==> config.mk <==
export PLATFORM = sky130hd
export DESIGN_NAME = tq_zigzag_scan_4x4
export DESIGN_NICKNAME = d
export VERILOG_FILES = /design/src/rtl/tq_zigzag_scan_4x4_pkg.sv /design/src/rtl/tq_cavlc_summary_4x4.sv /design/src/rtl/tq_zigzag_scan_4x4.sv
export SDC_FILE = /design/constraint.sdc
export NUM_CORES = 1
export LEC_CHECK = 0
export BUFFER_PORTS_ARGS = -buffer_cell sky130_fd_sc_hd__buf_2
export CAP_MARGIN = 20
export CORE_ASPECT_RATIO = 1.75
export CORE_MARGIN = 2
export CORE_UTILIZATION = 40
export CTS_CLUSTER_DIAMETER = 200
export DETAILED_ROUTE_END_ITERATION = 16
export SETUP_SLACK_MARGIN = 0.2
export SKIP_LAST_GASP = 1
export SYNTH_ARGS = -nofsm -noshare
export SYNTH_HDL_FRONTEND = slang
export SYNTH_SLANG_ARGS = --single-unit
==> constraint.sdc <==
create_clock -name clk_i -period 7.2 [get_ports clk_i]
set_input_delay 0 -clock clk_i [delete_from_list [all_inputs] [get_ports clk_i]]
set_output_delay 0 -clock clk_i [all_outputs]
set_load 0.005 [all_outputs]
==> src/rtl/tq_zigzag_scan_4x4_pkg.sv <==
// rtl/tq_zigzag_scan_4x4_pkg.sv - shared dct_quant constants and types for the 4x4 zig-zag scan stage
package tq_zigzag_scan_4x4_pkg;

    localparam int COEFF_W = 15;

    // Raster index of each zig-zag scan position (H.264 frame scan)
    localparam logic [3:0] ZZ4X4 [16] = '{
        4'd0,  4'd1,  4'd4,  4'd8,
        4'd5,  4'd2,  4'd3,  4'd6,
        4'd9,  4'd12, 4'd13, 4'd10,
        4'd7,  4'd11, 4'd14, 4'd15
    };

    typedef enum logic {
        IDLE,
        SCAN
    } state_e;

endpackage

==> src/rtl/tq_cavlc_summary_4x4.sv <==
// rtl/tq_cavlc_summary_4x4.sv - combinational CAVLC TotalCoeff/TrailingOnes/TotalZeros of a zig-zag ordered 4x4 block
module tq_cavlc_summary_4x4 #(
    parameter int COEFF_W = 15
) (
    input  logic [16*COEFF_W-1:0] zz_coeff,
    output logic [4:0]            total_coeff,
    output logic [1:0]            trailing_ones,
    output logic [3:0]            total_zeros
);

    logic [COEFF_W-1:0] lv;
    logic [3:0]         hi_pos;
    logic               t1_done;

    // Count nonzeros, locate the highest nonzero, then walk down for trailing +-1 levels
    always_comb begin
        lv            = '0;
        hi_pos        = 4'd0;
        total_coeff   = 5'd0;
        trailing_ones = 2'd0;
        t1_done       = 1'b0;
        for (int i = 0; i < 16; i++) begin
            lv = zz_coeff[i*COEFF_W +: COEFF_W];
            if (lv != '0) begin
                total_coeff = total_coeff + 5'd1;
                hi_pos      = 4'(i);
            end
        end
        for (int i = 15; i >= 0; i--) begin
            lv = zz_coeff[i*COEFF_W +: COEFF_W];
            if (lv != '0 && !t1_done) begin
                // most-negative value is neither +1 nor -1, so it ends the run
                if ((lv == {{(COEFF_W-1){1'b0}}, 1'b1} || lv == '1) && trailing_ones != 2'd3) begin
                    trailing_ones = trailing_ones + 2'd1;
                end else begin
                    t1_done = 1'b1;
                end
            end
        end
        // zeros below the highest nonzero = (hi_pos + 1) - total_coeff
        total_zeros = (total_coeff == 5'd0) ? 4'd0 : hi_pos - 4'(total_coeff - 5'd1);
    end

endmodule

==> src/rtl/tq_zigzag_scan_4x4.sv <==
// rtl/tq_zigzag_scan_4x4.sv - 4x4 block capture, zig-zag serialiser and CAVLC summary; TQ_ZZ_SKIP_ZERO_EN skips zero levels
module tq_zigzag_scan_4x4 #(
    parameter int COEFF_W  = tq_zigzag_scan_4x4_pkg::COEFF_W,
    parameter int SCAN_REV = 0
) (
    input  logic                   clk_i,
    input  logic                   rst_n_i,
    input  logic                   blk_valid_i,
    output logic                   blk_ready_o,
    input  logic [16*COEFF_W-1:0]  blk_coeff_i,
    output logic                   coeff_valid_o,
    input  logic                   coeff_ready_i,
    output logic [COEFF_W-1:0]     coeff_o,
    output logic [3:0]             coeff_idx_o,
    output logic [3:0]             coeff_run_o,
    output logic                   coeff_last_o,
    output logic [4:0]             total_coeff_o,
    output logic [1:0]             trailing_ones_o,
    output logic [3:0]             total_zeros_o
);

    import tq_zigzag_scan_4x4_pkg::*;

    localparam logic [3:0] CNT_START = (SCAN_REV != 0) ? 4'd15 : 4'd0;
    localparam logic [3:0] CNT_END   = (SCAN_REV != 0) ? 4'd0  : 4'd15;

    state_e                 state_q;
    logic                   rdy_q;
    logic [3:0]             cnt_q;
    logic [3:0]             cnt_next;
    logic [COEFF_W-1:0]     lv_q [16];
    logic [4:0]             tc_q;
    logic [1:0]             t1_q;
    logic [3:0]             tz_q;
    logic [16*COEFF_W-1:0]  zz_vec;
    logic [4:0]             sum_tc;
    logic [1:0]             sum_t1;
    logic [3:0]             sum_tz;
    logic [3:0]             last_pos;
    logic                   beat_ok;
    logic                   beat_fire;

    // Reorder the raster-packed input block into zig-zag order
    always_comb begin
        zz_vec = '0;
        for (int i = 0; i < 16; i++) begin
            zz_vec[i*COEFF_W +: COEFF_W] = blk_coeff_i[int'(ZZ4X4[i])*COEFF_W +: COEFF_W];
        end
    end

    tq_cavlc_summary_4x4 #(
        .COEFF_W (COEFF_W)
    ) u_summary (
        .zz_coeff      (zz_vec),
        .total_coeff   (sum_tc),
        .trailing_ones (sum_t1),
        .total_zeros   (sum_tz)
    );

    assign cnt_next = (SCAN_REV != 0) ? cnt_q - 4'd1 : cnt_q + 4'd1;

`ifdef TQ_ZZ_SKIP_ZERO_EN
    logic [3:0] last_pos_c;
    logic [3:0] last_pos_q;
    logic [3:0] run_q;
    logic [3:0] hi_c;
    logic [3:0] lo_c;

    // Final emitted position: last nonzero in scan order, or the final scan slot for an all-zero block
    always_comb begin
        hi_c = 4'd15;
        lo_c = 4'd0;
        for (int i = 0; i < 16; i++) begin
            if (zz_vec[i*COEFF_W +: COEFF_W] != '0) hi_c = 4'(i);
        end
        for (int i = 15; i >= 0; i--) begin
            if (zz_vec[i*COEFF_W +: COEFF_W] != '0) lo_c = 4'(i);
        end
        last_pos_c = (SCAN_REV != 0) ? lo_c : hi_c;
    end

    assign last_pos    = last_pos_q;
    assign beat_ok     = (lv_q[cnt_q] != '0) || (cnt_q == last_pos_q);
    assign coeff_run_o = (state_q == SCAN && tc_q != 5'd0) ? run_q : 4'd0;
`else
    assign last_pos    = CNT_END;
    assign beat_ok     = 1'b1;
    assign coeff_run_o = 4'd0;
`endif

    assign blk_ready_o     = rdy_q;
    assign coeff_valid_o   = (state_q == SCAN) && beat_ok;
    assign coeff_o         = (state_q == SCAN) ? lv_q[cnt_q] : '0;
    assign coeff_idx_o     = (state_q == SCAN) ? cnt_q : 4'd0;
    assign coeff_last_o    = coeff_valid_o && (cnt_q == last_pos);
    assign total_coeff_o   = tc_q;
    assign trailing_ones_o = t1_q;
    assign total_zeros_o   = tz_q;
    assign beat_fire       = coeff_valid_o && coeff_ready_i;

    // Block accept, scan counter walk and return to IDLE after the last beat
    always_ff @(posedge clk_i or negedge rst_n_i) begin
        if (!rst_n_i) begin
            state_q <= IDLE;
            rdy_q   <= 1'b0;
            cnt_q   <= 4'd0;
            tc_q    <= 5'd0;
            t1_q    <= 2'd0;
            tz_q    <= 4'd0;
            for (int i = 0; i < 16; i++) lv_q[i] <= '0;
`ifdef TQ_ZZ_SKIP_ZERO_EN
            last_pos_q <= 4'd0;
            run_q      <= 4'd0;
`endif
        end else begin
            case (state_q)
                IDLE: begin
                    rdy_q <= 1'b1;
                    if (blk_valid_i && rdy_q) begin
                        for (int i = 0; i < 16; i++) lv_q[i] <= zz_vec[i*COEFF_W +: COEFF_W];
                        tc_q    <= sum_tc;
                        t1_q    <= sum_t1;
                        tz_q    <= sum_tz;
                        cnt_q   <= CNT_START;
                        rdy_q   <= 1'b0;
                        state_q <= SCAN;
`ifdef TQ_ZZ_SKIP_ZERO_EN
                        last_pos_q <= last_pos_c;
                        run_q      <= 4'd0;
`endif
                    end
                end
                SCAN: begin
                    if (beat_fire) begin
                        if (coeff_last_o) begin
                            state_q <= IDLE;
                            rdy_q   <= 1'b1;
                        end else begin
                            cnt_q <= cnt_next;
                        end
`ifdef TQ_ZZ_SKIP_ZERO_EN
                        run_q <= 4'd0;
                    end else if (!beat_ok) begin
                        cnt_q <= cnt_next;
                        run_q <= run_q + 4'd1;
`endif
                    end
                end
                default: state_q <= IDLE;
            endcase
        end
    end

endmodule

==> results of run 1 <==
==> synth_stat cells (3+ instances only) <==
cell,instances,share of area [%]
nor4_4,4,0.55
buf_1,3,0.072
a31oi_1,3,0.12
mux2_2,10,0.72
o31ai_1,3,0.14
buf_4,4,0.19
a211o_1,3,0.17
or2_2,5,0.20
dfrtp_1,257,41
nor4_1,52,2.1
a41oi_1,4,0.23
nor4_2,5,0.40
nor2b_1,7,0.28
nor3b_1,7,0.34
xnor2_2,4,0.42
nand2b_1,8,0.32
o21ba_2,3,0.19
nor4b_1,3,0.17
inv_1,31,0.75
nor2_1,60,1.4
nand2_1,765,18
clkbuf_1,81,2.0
nand4_1,66,2.7
nand3_1,25,0.80
mux2i_1,10,0.64
o21ai_0,31,1.0
xor2_1,20,1.1
mux4_2,75,11
or4_1,8,0.39
nor3_1,10,0.32
xnor2_1,28,1.6
o22ai_1,8,0.32
and3_1,4,0.16
and2_1,20,0.80
xor2_2,4,0.42
ha_1,34,2.7
a21o_1,7,0.34
xnor3_1,6,0.87
and4_1,9,0.51
a21oi_1,31,1.0
==> layer usage <==
| metal | vias to the layer above | wire [um] |
|---|---|---|
| li1 | 7848 | - |
| met1 | 8340 | 22100 |
| met2 | 646 | 33700 |
| met3 | 256 | 2790 |
| met4 | 2 | 5660 |
| met5 | - | 13 |
==> final timing paths <==
check,endpoint,depth (start not counted)
max,trailing_ones_o[0],66
min,lv_q[157],2
max reg2reg,trailing_ones_o[0],5
min reg2reg,lv_q[26],2
max in group asynchronous,cnt_q[0],3
min in group clk_i,lv_q[2],6
==> stage by stage <==
| step | setup slack [ps] | setup TNS (ps) | instance area [sq um] | power [mW] |
|---|---|---|---|---|
| final | -4790 | -22550 | 25000 | 6.93 |
| after global routing | -5230 | -26290 | 25000 | 7.31 |
| after CTS | -4390 | -20390 | 24300 | 6.91 |
| after detailed placement | -5260 | -35550 | 20400 | 5.37 |
| after global placement | -4740 | -33520 | 20400 | 5.30 |
| after floorplan | -4500 | -25080 | 15800 | 4.12 |
==> power by group <==
part / total [mW] / leakage, nW / internal, mW / switching, mW
sequential: 2.62 / 3.21 / 2.10 / 0.518
clock: 1.41 / 0.429 / 0.793 / 0.616
combinational: 2.90 / 8.67 / 1.39 / 1.50
total: 6.93 / 12.3 / 4.29 / 2.64
==> logic make-up (layout without fill, tap and decap cells) <==
| logic type | after synthesis | after routing | synth area share, % |
|---|---|---|---|
| mux | 96 | 96 | 12.3 |
| xor+xnor | 66 | 66 | 5.05 |
| other cells | 1 | 7 | 0.0241 |
| buf+inv | 120 | 1044 | 3.00 |
| flops | 257 | 257 | 41.4 |
| compound gates | 112 | 112 | 4.58 |
| fa+ha+maj | 35 | 35 | 2.86 |
| simple gates | 1072 | 1072 | 30.8 |
==> state kept, by name (all words and copies together), names as in the netlist <==
register	flops
cnt_q	4
total_zeros_o	4
coeff_valid_o	1
total_coeff_o	5
trailing_ones_o	2
lv_q	240
blk_ready_o	1
==> timing repair <==
item,4_1_cts,5_1_grt
hold buffers,242,0
endpoints found under the setup margin,10,10
pin swaps,43,53
gates resized for setup,77,92
gates cloned,0,0
buffers inserted,29,28
hold endpoints to repair,352,0
==> final cells by class <==
class	instances	area [sq um]
multi-input combinational	1385	9620
sequential	257	6440
clock buffer	35	736
timing repair buffer	965	7380
antenna	3	7.51
fill	3111	13400
inverter	31	121
clock inverter	13	129
tap	485	607
==> impl_metrics.yaml, run 1 <==
critical_path:
  worstPathMaxFanout: 4
  path_buf_inv: 6
  critPathRequiredTime_ps: 7670
  path_delay_family: "simple AND/OR/NAND/NOR gates"
  rr_startpoint: "coeff_valid_o"
  worst-setup-path-type: "input port to register"
  cpPeakStageDelay_ps: 560
  endpoint_kind: "register"
  startpoint: "blk_coeff_i[236]"
  cp_slowest_cell: "or4_4"
  worstPathArrival_ps: 12460
  cp_common_cell: "ha_4"
  start_kind: "input port"
  reg2reg_slack_ps: 4130
timing:
  relSlewSlack_pct: 24.9
  final.setup.worst_slack_ps: -4790
  hold_ws_ps: 66.4
  tightest_slew_ps: 1130
  skew_ps: 8.63
  finalMaxSlewViolations: 0
  period_minus_slack_ps: 11990
  setup_viol: 10
  fin_crit_sh_pct: 166
  hold_viol: 0
  grt_setup_unrepaired: "yes"
  timing.fmax_ghz: 0.0834
synthesis:
  ys_warn_count: 0
  yosysSeqAreaShare_pct: 41.4
  syn_area_per_cell_sq_um: 8.84
  ys_ff_latch: 257
  synth_ff_type: "dfrtp_1"
  yosysUniqueCellTypes: 73
  async_flop_share_pct: 100
  syn-cell-area_sq_mm: 0.0155
  synth_cells: 1759
  synth_edf_count: 0
hold_path:
  hold_path_class: "input port to async pin"
cts:
  path_clk_slew_ps: 70
  cts_buffers: 26
  clock_sinks: 257
  h-tree-depth: 1
  cts-root-buf: "clkbuf_16"
  cts_buffer_depth: 3
  clk_latency_ps: 550
  tritoncts: "built"
routing:
  wl_mm: 64.2
  drc: 0
  wl_per_cell_um: 20.2
  drt-initial-drc-count: 1236
  dr.pass1.iters: 5
  ant_nets: 0
  avgViaCountPerCell: 5.39
  vias: 17092
final_layout:
  layout_commonest_cell: "nand2_1"
  fin_cells: 3174
  fin_util_pct: 65.2
  area_growth_pct: 61.0
  final_nets: 2945
  mostFrequentLayoutCells: "757 x nand2_1, 436 x buf_4, 255 x dfrtp_1, 255 x buf_2, 242 x dlygate4sd3_1"
  drive_gt1_share_pct: 37.7
run:
  max_cap_violations: 0
outcome:
  outcome: "finished with violations"
  violations: "negative setup slack"
global_routing:
  antenna_found_initial: 4
  use_met2_pct: 56.3
  track_usage_pct: 30.9
  grtUsageMet3_pct: 3.12
  grt_pass1_wl_mm: 97.8
  overflow: 0
  grtUsageMet1_pct: 32.8
  first_global_vias: 18046
  grt-busiest-layer: "met2"
  grt_max_degree: 213
floorplanning:
  rows: 95
  dieArea_sq_mm: 0.0405
  die_h_um: 265
  placeableCoreArea_sq_mm: 0.0384
  start_util_pct: 40.5
  die_width_um: 153
  design.portCount: 281
placement:
  dp_hpwl_mm: 45.5
  portBuffers: 276
  gp_congestion: 0.936
  placed_cells: 2823
power_and_ir_drop:
  leakage_nw: 12.3
  irDropWorstVdd_v: 0.000154
  pwr_density_cell_mw_per_mm2: 277
Power figures use the tool's default switching activity.
==> run 2: changes to the inputs <==
TNS_END_PERCENT = 1   (was unset)
==> impl_metrics.yaml, run 2 (synthesis gave the netlist of run 1 again) <==
outcome:
  outcome: "finished with violations"
  violations: "negative setup slack"
critical_path:
  critPathRequiredTime_ps: 7680
  endpoint: "trailing_ones_o[0]"
  cpPeakStageDelay_ps: 540
  cp_common_cell: "ha_4"
  rr_startpoint: "coeff_valid_o"
  startpoint: "blk_coeff_i[238]"
  start_kind: "input port"
  worstRegToRegCells: 5
  worst-setup-path-type: "input port to register"
  endpoint_kind: "register"
  reg2reg_slack_ps: 4280
  r2r_end: "lv_q[99]"
  worstPathArrival_ps: 12080
  cp_slowest_cell: "or4_4"
  worstPathMaxFanout: 4
floorplanning:
  die_h_um: 265
  placeableCoreArea_sq_mm: 0.0384
  die_width_um: 153
  rows: 95
  design.portCount: 281
  start_util_pct: 40.5
  dieArea_sq_mm: 0.0405
global_routing:
  first_global_vias: 17657
  grt_max_degree: 184
  overflow: 0
  antenna_found_initial: 4
  grt_pass1_wl_mm: 97.5
  track_usage_pct: 30.8
final_layout:
  nFillCells: 3234
  multi_input_area_sq_mm: 0.00908
  fin_area_sq_mm: 0.0239
  regMostFlops: "lv_q"
  mostFrequentLayoutCells: "764 x nand2_1, 391 x buf_4, 275 x buf_2, 255 x dfrtp_1, 241 x dlygate4sd3_1"
  final_nets: 2893
  drive_gt1_share_pct: 34.1
  layout_commonest_cell: "nand2_1"
  regArea_sq_mm: 0.00644
  area_growth_pct: 54.0
  largest_reg_flops: 240
placement:
  portBuffers: 276
  placed_area_sq_mm: 0.0203
  place_ws_ps: -5220
  gp_congestion: 0.937
  dp_hpwl_mm: 45.8
timing:
  hold_ws_ps: 39.3
  fin_crit_sh_pct: 161
  skew_ps: 19.2
  relSlewSlack_pct: 29.3
  tightest_slew_ps: 1060
  finalMaxSlewViolations: 0
  grt_setup_unrepaired: "yes"
  period_minus_slack_ps: 11600
  setup_viol: 10
  timing.fmax_ghz: 0.0862
  hold_viol: 0
  final.setup.worst_slack_ps: -4400
run:
  max_cap_violations: 0
cts:
  cts_buffers: 26
  clk_latency_ps: 560
  cts_buffer_depth: 3
  cts-root-buf: "clkbuf_16"
  clock_sinks: 257
  h-tree-depth: 1
  tritoncts: "built"
  path_clk_slew_ps: 60
routing:
  vias: 16615
  drt-initial-drc-count: 966
  drc: 0
  wl_per_cell_um: 20.1
  ant_nets: 0
  dr.pass1.iters: 5
  avgViaCountPerCell: 5.32
  wl_mm: 62.6
hold_path:
  min_delay_path_depth: 5
  hold_path_class: "input port to register"
power_and_ir_drop:
  irDropWorstVdd_v: 0.000178
  power_mw: 6.90
  pwr_density_cell_mw_per_mm2: 288
  leakage_nw: 11.9
==> run 2: worst min path at each step <==
stage | start | end | slack (ps)
finish | blk_coeff_i[105] | lv_q[45] | 40
global route | blk_coeff_i[105] | lv_q[45] | 50
CTS | blk_valid_i | cnt_q[3] | 30
detailed placement | rst_n_i | lv_q[88] | 140
global placement | rst_n_i | lv_q[88] | 150
floorplan | rst_n_i | blk_ready_o | -300
==> run 2: timing repair <==
item                                    CTS  global route
endpoints found under the hold margin   365             0
endpoints found under the setup margin   10            10
hold buffers                            241             0
pin swaps                                16            19
setup buffers                            12             2
gates resized for setup                  19            21
==> run 2: per-layer routing <==
metal,vias up,track usage (%),part of all wire [%]
met5,-,0,0
met2,591,56.2,52
met4,0,21.5,8.4
met3,212,2.88,4.5
li1,7739,-,-
met1,8073,33.4,35
==> run 2: where the power goes <==
part,internal [mW],total (mW),switching (mW)
clock,0.780,1.39,0.605
combinational,1.38,2.87,1.49
sequential,2.10,2.65,0.544
total,4.26,6.90,2.64
==> run 2: area by class of cell <==
type                    instances  area share (%)
inverters                      31           0.486
well taps                     485            2.53
diodes                          5          0.0523
multi-input cells            1385            37.9
repair buffers                913            28.6
flip-flops and latches        257            26.9
clock inverters                 4           0.110
clock buffers                  43            3.45
==> run 2: metrics by stage <==
stage | utilization, % | std cells | setup TNS (ps)
final | 62.4 | 3123 | -31200
after global routing | 62.4 | 3122 | -37940
after CTS | 62.0 | 3115 | -30280
after detailed placement | 53.0 | 2815 | -36100
after global placement | 53.0 | 2815 | -34140
after floorplan | - | 1762 | -26860
==> run 2: critical path: cells and delay by family <==
family / cells / cell delay, ps
AO/OA/AOI/OAI: 11 / 1370
multiplexers: 7 / 2250
AND/OR/NAND/NOR: 24 / 4410
XOR/XNOR: 3 / 850
buffers and inverters: 7 / 680
adder cells (fa/ha/maj): 14 / 2510
==> run 3: changes to the inputs <==
CAP_MARGIN = unset   (was 20)
MAX_ROUTING_LAYER = met4   (was unset)
==> impl_metrics.yaml, run 3 (synthesis gave the netlist of run 1 again) <==
critical_path:
  endpoint_kind: "register"
  critPathRequiredTime_ps: 7630
  path_delay_family: "simple AND/OR/NAND/NOR gates"
  worstPathMaxFanout: 4
  cp.depth: 69
  cp_common_cell: "buf_4"
  worstRegToRegCells: 6
  cpPeakStageDelay_ps: 540
  worst-setup-path-type: "input port to register"
  start_kind: "input port"
  path_buf_inv: 13
  cp_slowest_cell: "or4_4"
  worstPathArrival_ps: 12230
global_routing:
  grt_pass1_wl_mm: 97.9
  track_usage_pct: 31.9
  first_global_vias: 17840
  grt_max_degree: 228
  overflow: 0
  antenna_found_initial: 8
cts:
  clk_latency_ps: 550
  path_clk_slew_ps: 60
  clock_sinks: 257
  cts_buffers: 26
  h-tree-depth: 1
  cts-root-buf: "clkbuf_16"
  tritoncts: "built"
  cts_buffer_depth: 3
final_layout:
  largest_reg_flops: 240
  area_growth_pct: 55.8
  final_nets: 2915
  regMostFlops: "lv_q"
  mostFrequentLayoutCells: "764 x nand2_1, 394 x buf_4, 275 x buf_2, 262 x dlygate4sd3_1, 255 x dfrtp_1"
  layout_commonest_cell: "nand2_1"
  drive_gt1_share_pct: 33.7
  nFillCells: 3244
  fin_util_pct: 63.1
timing:
  fin_crit_sh_pct: 164
  final.setup.worst_slack_ps: -4600
  grt_setup_unrepaired: "yes"
  setup_viol: 10
  finalMaxSlewViolations: 0
  period_minus_slack_ps: 11800
  skew_ps: 10.6
  tightest_slew_ps: 1190
  relSlewSlack_pct: 20.3
  timing.fmax_ghz: 0.0848
  hold_viol: 0
routing:
  dr.pass1.iters: 5
  wl_per_cell_um: 20.1
  drc: 0
  vias: 16831
  drt-initial-drc-count: 1097
  avgViaCountPerCell: 5.35
  wl_mm: 63.4
  ant_nets: 0
hold_path:
  min_delay_path_depth: 4
  hold_path_class: "input port to register"
placement:
  dp_hpwl_mm: 46.1
  gp_congestion: 0.954
  portBuffers: 276
  place_ws_ps: -5410
run:
  max_cap_violations: 0
floorplanning:
  design.portCount: 281
  start_util_pct: 40.5
  die_width_um: 153
  rows: 95
  dieArea_sq_mm: 0.0405
  die_h_um: 265
  placeableCoreArea_sq_mm: 0.0384
power_and_ir_drop:
  combPwrFrac_pct: 41.1
  switchingPower_mw: 2.63
  p_seq_share_pct: 37.5
  intPower_mw: 4.39
  clkPwrFrac_pct: 21.4
  pwr_density_cell_mw_per_mm2: 290
  leakage_nw: 12.0
  switching_share_pct: 37.5
  irDropWorstVdd_v: 0.000191
outcome:
  violations: "negative setup slack"
  outcome: "finished with violations"
==> run 3: cell types whose count changed in the layout (fill, tap and decap cells not counted), sizes merged <==
cell | previous run | this run
clkinvlp | 1 | 0
clkbuf | 43 | 42
diode | 5 | 7
buf | 672 | 673
dlygate4sd3 | 241 | 262
clkinv | 3 | 1
bufinv | 0 | 4
==> run 3: tightest hold or removal path, stage by stage <==
cell	delay, ps
buf_2	100
dlygate4sd3_1	540
nand2_1	50
nand2_1	40
==> run 3: path summary, 6_finish.rpt <==
check / from / to / slack (ps)
max: blk_coeff_i[236] / trailing_ones_o[0] / -4600
min: blk_coeff_i[147] / lv_q[117] / 220
max reg2reg: coeff_valid_o / total_zeros_o[3] / 4050
min reg2reg: lv_q[33] / lv_q[33] / 470
max in group asynchronous: rst_n_i / cnt_q[0] / 5680
min in group asynchronous: rst_n_i / lv_q[160] / 400
==> run 3: area by class of cell <==
type                            instances  area (sq um)  share of cell area (%)
Timing Repair Buffer                  935          7040                    29.1
Sequential cell                       257          6440                    26.6
Inverter                               31           116                   0.480
Clock buffer                           42           812                    3.35
Tap cell                              485           607                    2.51
Clock inverter                          5           125                   0.517
Antenna cell                            7          17.5                  0.0723
Multi-Input combinational cell       1385          9060                    37.4
==> run 3: repair_timing <==
item / CTS / global route
gates resized for setup: 22 / 13
setup endpoints to repair: 10 / 10
pin swaps: 17 / 17
hold buffers: 263 / 0
buffers inserted: 10 / 5
endpoints found under the hold margin: 342 / 0
==> run 3: per-stage QoR <==
stage          area (sq um)  instances  total power [mW]  setup TNS, ps  hold WS (ps)
6_report              24200       3147              7.03         -30150           221
4_1_cts               24100       3135              7.04         -29600           206
3_5_place_dp          20300       2815              5.39         -35940         -34.2
5_1_grt               24200       3147              7.42         -36610           236
3_3_place_gp          20300       2815              5.31         -33870         -37.2
2_1_floorplan         15800       1762              4.12         -26860          -296
==> run 3: per-layer routing <==
layer / part of all wire, % / track usage (%)
met3: 4.2 / 3.01
met4: 8.0 / 21.4
met5: 0 / -
met2: 53 / 57.0
met1: 35 / 33.0
==> run 3: power groups by stage <==
stage	clock network [mW]	registers, mW	logic, mW
floorplan	0	2.34	1.78
global placement	0	2.62	2.70
detailed placement	0	2.65	2.74
CTS	1.53	2.63	2.88
global route	1.59	2.72	3.12
finish	1.51	2.63	2.89
